### src/rtl/rst_seq_ctrl.sv
// Consumer-side reset sequencer: asserts all reset outputs asynchronously, then
// releases them one stage at a time. Software resets use a four-phase req/ack handshake.
module rst_seq_ctrl #(
  parameter int NUM_STAGES  = 3,
  parameter int SYNC_STAGES = 2,
  parameter int STRETCH     = 16,
  parameter int STAGE_DLY   = 1000,
  parameter int CNT_W       = 20
) (
  input  logic                  sys_clk_i,
  input  logic                  hw_arst_i,
  input  logic                  sw_rst_req_i,
  output logic                  sw_rst_ack_o,
  output logic [NUM_STAGES-1:0] rst_n_o,
  output logic                  busy_o,
  output logic [1:0]            state_o
);
  localparam int IDX_W = (NUM_STAGES > 1) ? $clog2(NUM_STAGES) : 1;
  localparam logic [IDX_W-1:0] LAST_IDX    = IDX_W'(NUM_STAGES - 1);
  localparam logic [CNT_W-1:0] STRETCH_END = CNT_W'(STRETCH - 1);
  localparam logic [CNT_W-1:0] DLY_END     = CNT_W'(STAGE_DLY - 1);

  typedef enum logic [1:0] {
    ST_ASSERT  = 2'd0,
    ST_RELEASE = 2'd1,
    ST_ACK     = 2'd2,
    ST_RUN     = 2'd3
  } state_t;

  state_t                state_q, state_d;
  logic [CNT_W-1:0]      cnt_q, cnt_d;
  logic [IDX_W-1:0]      idx_q, idx_d;
  logic                  sw_flag_q, sw_flag_d;
  logic                  ack_q, ack_d;
  logic [NUM_STAGES-1:0] rst_n_q, rst_n_d;

  logic [SYNC_STAGES-1:0] hw_sync;
  logic                   hw_hold;
  logic [SYNC_STAGES-1:0] req_sync;
  logic                   req_prev;
  logic                   req_lvl;
  logic                   req_rise;

  // hw release synchronizer; the extra hold flop makes the first counting edge
  // of a hw sequence line up with the first counting edge of a sw sequence.
  always_ff @(posedge sys_clk_i or posedge hw_arst_i) begin
    if (hw_arst_i) begin
      hw_sync <= '1;
      hw_hold <= 1'b1;
    end else begin
      hw_sync <= {hw_sync[SYNC_STAGES-2:0], 1'b0};
      hw_hold <= hw_sync[SYNC_STAGES-1];
    end
  end

  // sw request synchronizer and rising-edge detector
  always_ff @(posedge sys_clk_i or posedge hw_arst_i) begin
    if (hw_arst_i) begin
      req_sync <= '0;
      req_prev <= 1'b0;
    end else begin
      req_sync <= {req_sync[SYNC_STAGES-2:0], sw_rst_req_i};
      req_prev <= req_sync[SYNC_STAGES-1];
    end
  end

  assign req_lvl  = req_sync[SYNC_STAGES-1];
  assign req_rise = req_lvl & ~req_prev;

  always_ff @(posedge sys_clk_i or posedge hw_arst_i) begin
    if (hw_arst_i) begin
      state_q   <= ST_ASSERT;
      cnt_q     <= '0;
      idx_q     <= '0;
      sw_flag_q <= 1'b0;
      ack_q     <= 1'b0;
      rst_n_q   <= '0;
    end else begin
      state_q   <= state_d;
      cnt_q     <= cnt_d;
      idx_q     <= idx_d;
      sw_flag_q <= sw_flag_d;
      ack_q     <= ack_d;
      rst_n_q   <= rst_n_d;
    end
  end

  always_comb begin
    state_d   = state_q;
    cnt_d     = cnt_q;
    idx_d     = idx_q;
    sw_flag_d = sw_flag_q;
    ack_d     = ack_q;
    rst_n_d   = rst_n_q;
    case (state_q)
      ST_ASSERT: begin
        rst_n_d = '0;
        if (hw_hold) begin
          cnt_d = '0;
        end else if (cnt_q == STRETCH_END) begin
          cnt_d   = '0;
          idx_d   = '0;
          state_d = ST_RELEASE;
        end else begin
          cnt_d = cnt_q + 1'b1;
        end
      end
      ST_RELEASE: begin
        if (cnt_q == DLY_END) begin
          rst_n_d[idx_q] = 1'b1;
          cnt_d          = '0;
          if (idx_q == LAST_IDX) begin
            idx_d   = '0;
            state_d = sw_flag_q ? ST_ACK : ST_RUN;
          end else begin
            idx_d = idx_q + 1'b1;
          end
        end else begin
          cnt_d = cnt_q + 1'b1;
        end
      end
      ST_ACK: begin
        if (!req_lvl) begin
          ack_d     = 1'b0;
          sw_flag_d = 1'b0;
          state_d   = ST_RUN;
        end else begin
          ack_d = 1'b1;
        end
      end
      ST_RUN: begin
        rst_n_d = '1;
        if (req_rise) begin
          sw_flag_d = 1'b1;
          rst_n_d   = '0;
          cnt_d     = '0;
          state_d   = ST_ASSERT;
        end
      end
      default: state_d = ST_ASSERT;
    endcase
  end

  assign rst_n_o      = rst_n_q;
  assign busy_o       = ~&rst_n_q;
  assign sw_rst_ack_o = ack_q;
  assign state_o      = state_q;
endmodule

### config.mk
export PLATFORM = sky130hd
export DESIGN_NAME = rst_seq_ctrl
export DESIGN_NICKNAME = d
export VERILOG_FILES = /design/src/rtl/rst_seq_ctrl.sv
export SDC_FILE = /design/constraint.sdc
export NUM_CORES = 1
export LEC_CHECK = 0
export ABC_AREA = 1
export CAP_MARGIN = 10
export CORE_MARGIN = 1.5
export CORE_UTILIZATION = 40
export CTS_CLUSTER_SIZE = 8
export DETAILED_ROUTE_END_ITERATION = 8
export SYNTH_ARGS = -nofsm -noshare
export SYNTH_HDL_FRONTEND = slang
export SYNTH_SLANG_ARGS = --single-unit
### constraint.sdc
create_clock -name sys_clk_i -period 3.8 [get_ports sys_clk_i]
set_input_delay 1.14 -clock sys_clk_i [delete_from_list [all_inputs] [get_ports sys_clk_i]]
set_output_delay 1.14 -clock sys_clk_i [all_outputs]
set_load 0.05 [all_outputs]
==> flow_summary.json, run 1 <==
{
  "cts_root_buffer": "clkbuf_8",
  "synth-seq-cells": 35,
  "io_pins": 10,
  "initial_core_util": 0.4245,
  "wl_per_cell_um": 11.16,
  "die_w_um": 74.73,
  "endpoint_kind": "primary output",
  "htreeDepth": 2,
  "antenna_found_initial": 0,
  "synth_area_um2": 2058,
  "crit_path_max_fanout": 3,
  "drt_iter0_markers": 81,
  "ant_nets": 0,
  "grt_overflow": 0,
  "finalSetupViolCount": 0,
  "slew_violations": 0,
  "clkTransAtPathRegs_ns": 0.08,
  "synth_nets": 281,
  "dp_hpwl_um": 2928,
  "grt_max_degree": 36,
  "maxCapViolCount": 0,
  "status": "completed",
  "fmax_mhz": 369.3,
  "rsz0062_at_grt": "false",
  "post_cts_resized": 0,
  "cts_buffer_depth": 2,
  "drc_errors": 0,
  "portBuffers": 9,
  "post-route-min-period_ns": 2.708,
  "synth_edf_count": 0,
  "crit_slowest_cell": "clkdlybuf4s50_1",
  "crit_type": "register to primary output",
  "ir_drop_v": 0.0002482,
  "wirelength_um": 3939,
  "async_reset_ff_frac": 1.000,
  "rows": 25,
  "cts_sinks": 35,
  "clock_latency_ns": 0.29,
  "grtUsageTotal": 0.1659,
  "startpoint_type": "register",
  "dr.pass1.iters": 4,
  "worstHoldPathType": "register to register",
  "seq_area_um2": 879.6,
  "n_fill_cell": 495,
  "arrival_ns": 1.57,
  "dr_total_vias": 1688,
  "crit_path_max_incr_delay_ns": 0.79,
  "required_ns": 2.66,
  "multi_input_area_um2": 991.0,
  "yosysWarnings": 0,
  "n_antenna_cell": 0,
  "grt_pass1_wl_um": 6927,
  "fin_crit_sh": 0.7125,
  "cts-buffers-inserted": 5,
  "clock_skew_ns": 0.008817,
  "yosysSeqAreaShare": 0.4274,
  "syn2layout_area_growth_pct": 13.98,
  "p_leak_nw": 1.245,
  "p_total_mw": 1.472,
  "synth_flop_cell": "dfrtp_1",
  "die-height_um": 74.73,
  "cts_setup_buffers": 0,
  "syn_area_per_cell_um2": 7.595,
  "drive_gt1_frac": 0.1014,
  "p_per_area_nw_per_um2": 627.5,
  "syn_inst": 271,
  "hold_viol_final": 0,
  "gp_congestion": 0.8024,
  "nNetsFinal": 295,
  "tns_ns": 0,
  "crit_path_cell_trace": "nand3_1 -> clkdlybuf4s50_1",
  "die_area_um2": 5585,
  "core_um2": 4848,
  "drt-vias-per-instance": 4.782,
  "cts_tree": "yes",
  "synth_cell_types": 30,
  "grt_pass1_vias": 1565,
  "cts_hold_buf": 0
}
report_power, final:
part | switching (mW) | internal [mW] | leakage [nW] | total, mW
clock | 0.139 | 0.262 | 0.0654 | 0.401
combinational | 0.409 | 0.174 | 0.720 | 0.583
sequential | 0.0533 | 0.435 | 0.460 | 0.488
layout make-up:
cell class | count | share of cell area
inverters | 43 | 0.06880
flip-flops and latches | 35 | 0.3749
repair buffers | 10 | 0.04160
multi-input cells | 190 | 0.4224
clock buffers | 6 | 0.03093
well taps | 67 | 0.03573
clock inverters | 2 | 0.02560
metrics by stage:
step	hold slack, ns	area [um^2]	cells	util	worst slack, ns
2_1_floorplan	0.3312	2058	271	-	1.524
3_3_place_gp	0.3365	2213	345	0.4565	1.423
3_5_place_dp	0.3401	2213	345	0.4565	1.399
4_1_cts	0.3566	2346	353	0.4839	1.074
5_1_grt	0.3593	2346	353	0.4839	1.017
6_report	0.3550	2346	353	0.4839	1.092
synthesized netlist by cell type, types with 2 or more instances:
| cell | n | area [um^2] |
|---|---|---|
| nor2_1 | 32 | 120.1 |
| nand2_1 | 69 | 259.0 |
| ha_1 | 7 | 87.58 |
| o211ai_1 | 2 | 15.01 |
| o21ai_0 | 8 | 40.04 |
| a21o_1 | 2 | 15.01 |
| inv_1 | 40 | 150.1 |
| inv_2 | 3 | 11.26 |
| nand2_2 | 3 | 18.77 |
| dfrtp_1 | 32 | 800.8 |
| nor3_1 | 7 | 35.03 |
| nand3_2 | 4 | 40.04 |
| nor2_2 | 3 | 18.77 |
| nand4_1 | 12 | 75.07 |
| a21oi_1 | 3 | 15.01 |
| nand3_1 | 23 | 115.1 |
| dfstp_2 | 3 | 78.83 |
| buf_4 | 2 | 15.01 |
| xor2_1 | 5 | 43.79 |
state kept, by name (all words and copies together) (netlist names):
register and count:
req_sync 2, sw_flag_q 1, rst_n_o 3, req_prev 1, sw_rst_ack_o 1, hw_sync 2, state_o 2, cnt_q 20
idx_q 2, hw_hold 1
logic make-up after synthesis:
| family | Yosys count | synth area share |
|---|---|---|
| XOR/XNOR | 6 | 0.02553 |
| flip-flops | 35 | 0.4274 |
| buffers and inverters | 46 | 0.09118 |
| AO/OA/AOI/OAI | 17 | 0.04924 |
| adder cells (fa/ha/maj) | 7 | 0.04255 |
| AND/OR/NAND/NOR | 159 | 0.3623 |
| other | 1 | 0.001822 |
worst paths after layout:
| path | startpoint | to | slack [ns] | cells after the start |
|---|---|---|---|---|
| worst max-delay path | rst_n_o[0] | busy_o | 1.09 | 2 |
| worst min register to register | req_sync[0] | req_sync[1] | 0.35 | 0 |
| max in group asynchronous | hw_arst_i | hw_hold | 2.23 | 3 |
| min in group asynchronous | hw_arst_i | cnt_q[17] | 1.23 | 3 |
| worst min-delay path | req_sync[0] | req_sync[1] | 0.35 | 0 |
| worst max register to register | state_o[0] | cnt_q[14] | 1.72 | 8 |
critical path: cells and delay by family (launching register included):
family        cells  cell delay [ns]
buf+inv           1             0.79
flops             1             0.39
simple gates      1             0.08
routing by layer:
metal | global-route usage | part of all wire
met1 | 0.2218 | 0.51
met3 | 0.05221 | 0.031
met2 | 0.2530 | 0.44
met5 | 0 | 0
met4 | 0.06263 | 0.015
cells in the final DEF (no fill, tap or decap):
cell type	count
nand2_4	1
o21ai_0	8
buf_4	1
nor3_2	1
nand3_2	4
clkbuf_1	1
nand3_1	23
a21oi_1	3
xnor2_1	1
nand3_4	1
a211o_1	1
nand2_2	3
bufinv_16	2
inv_2	3
dfstp_2	3
o21bai_1	1
nor2_2	3
nor2_4	1
or2_2	1
nand3b_1	1
a21o_1	2
ha_1	7
conb_1	1
xor2_1	5
o211ai_1	2
nor2_1	32
nand4_1	12
nor3_1	7
clkdlybuf4s50_1	9
clkbuf_8	5
inv_1	40
nand2_1	69
dfrtp_1	32
No activity file was read; power rests on OpenSTA's default activity.
==> inputs of run 2 (changes only) <==
clock period = 2.6 ns   (was 3.8 ns; I/O delays follow)
==> run 2 against run 1 <==
  * Total power is 46% higher
  * Highest routed layer unchanged
  * Sequential cell count stayed put
  * Die area stayed put
==> flow_summary.json, run 2 (synthesized netlist as in run 1, its figures left out) <==
{
  "status": "completed",
  "p_total_mw": 2.142,
  "initial_core_util": 0.4245,
  "crit_family": "buffers and inverters",
  "endpoint_kind": "primary output",
  "dp_hpwl_um": 2875,
  "tns_ns": 0,
  "ir_drop_v": 0.0005244,
  "drc_errors": 0,
  "wirelength_um": 3797,
  "intPower_mw": 1.273,
  "p_sw_frac": 0.4055,
  "syn2layout_area_growth_pct": 14.16,
  "layout.cells.non_filler": 353,
  "hold_viol_final": 0,
  "dp.cells": 345,
  "p_leak_nw": 1.244,
  "ff2ff_setup_slack_ns": 0.59,
  "crit_path_max_fanout": 6,
  "cts_tree": "yes",
  "post_cts_resized": 0,
  "wl_per_cell_um": 10.76,
  "min_from": "req_sync[0]",
  "portBuffers": 9,
  "crit_path_max_incr_delay_ns": 0.83,
  "dr.pass1.iters": 4,
  "drt-vias-per-instance": 4.683,
  "seqPwrFrac": 0.334,
  "fin_util": 0.4846,
  "die_w_um": 74.73,
  "crit_slowest_cell": "clkdlybuf4s50_1",
  "cp.depth": 1,
  "endpoint": "state_o[1]",
  "crit_path_cell_trace": "clkdlybuf4s50_1",
  "nNetsFinal": 295,
  "ant_nets": 0,
  "core_um2": 4848,
  "combPwrFrac": 0.394,
  "worstHoldPathType": "register to register",
  "reg2reg_to": "cnt_q[14]",
  "largest_register": "cnt_q",
  "p_clk_frac": 0.272,
  "finalSetupViolCount": 0,
  "grt_pass1_vias": 1425,
  "cts_hold_buf": 0,
  "grtUsageTotal": 0.1520,
  "fmax_mhz": 427.6,
  "clock_latency_ns": 0.28,
  "fin_crit_sh": 0.8995,
  "maxCapViolCount": 0,
  "clkTransAtPathRegs_ns": 0.07,
  "clock_skew_ns": 0.001333,
  "cts_buffer_depth": 2,
  "startpoint_type": "register",
  "antenna_found_initial": 0,
  "layout_commonest_cell": "nand2_1",
  "r2r-start": "state_o[0]",
  "cts-buffers-inserted": 5,
  "n_antenna_cell": 0,
  "arrival_ns": 1.56,
  "die-height_um": 74.73,
  "p_switching_mw": 0.8685,
  "grt_pass1_wl_um": 6417,
  "layout_common_cells": "69 x nand2_1, 40 x inv_1, 32 x nor2_1, 32 x dfrtp_1, 23 x nand3_1",
  "grt_max_degree": 36,
  "io_pins": 10,
  "cts_sinks": 35,
  "required_ns": 1.82,
  "cp-startpoint": "state_o[1]",
  "fin_hold_ws_ns": 0.3523,
  "rsz0062_at_grt": "false",
  "gp_congestion": 0.8151,
  "worst-path-buf-inv": 1,
  "htreeDepth": 2,
  "cts_root_buffer": "clkbuf_8",
  "drt_iter0_markers": 99,
  "rows": 25,
  "cts_setup_buffers": 0,
  "die_area_um2": 5585,
  "crit_type": "register to primary output",
  "p_per_area_nw_per_um2": 911.5,
  "largest_register_ffs": 20,
  "dr_total_vias": 1653,
  "min_delay_path_depth": 0,
  "drive_gt1_frac": 0.1049,
  "slew_violations": 0,
  "post-route-min-period_ns": 2.339,
  "worstRegToRegCells": 8,
  "grt_overflow": 0
}
## run 2: worst min path at each step
stage                             end  slack (ns)
final                     req_sync[1]        0.35
after global placement    req_sync[1]        0.33
after global routing          hw_hold        0.37
after floorplan           req_sync[1]        0.33
after detailed placement  req_sync[1]        0.34
after CTS                 req_sync[1]        0.36
## run 2: area by class of cell
class / instances / area, um^2
clock buffer: 5 / 68.82
inverter: 43 / 161.4
clock inverter: 3 / 67.56
fill: 478 / 2499
multi-input combinational: 190 / 991.0
sequential: 35 / 879.6
timing repair buffer: 10 / 97.59
tap: 67 / 83.83
## run 2: layer usage
| layer | up-vias | GRT usage | share of wire |
|---|---|---|---|
| met1 | 746 | 0.2187 | 0.54 |
| met4 | 0 | 0.04848 | 0.012 |
| met2 | 20 | 0.2262 | 0.42 |
| li1 | 883 | - | - |
| met5 | - | 0 | 0 |
| met3 | 4 | 0.03614 | 0.028 |
## run 2: power groups by stage
stage / registers, mW / logic, mW / clock network, mW
floorplan: 0.849 / 0.548 / 0
global placement: 0.724 / 0.849 / 0
detailed placement: 0.725 / 0.852 / 0
CTS: 0.716 / 0.852 / 0.597
global route: 0.732 / 0.954 / 0.614
finish: 0.716 / 0.843 / 0.583
## run 2: through the flow
| step | worst slack [ns] | cell area (um^2) |
|---|---|---|
| 3_5_place_dp | 0.5678 | 2213 |
| 5_1_grt | 0.2069 | 2350 |
| 3_3_place_gp | 0.5814 | 2213 |
| 4_1_cts | 0.2531 | 2350 |
| 2_1_floorplan | 0.5927 | 2058 |
| 6_report | 0.2613 | 2350 |
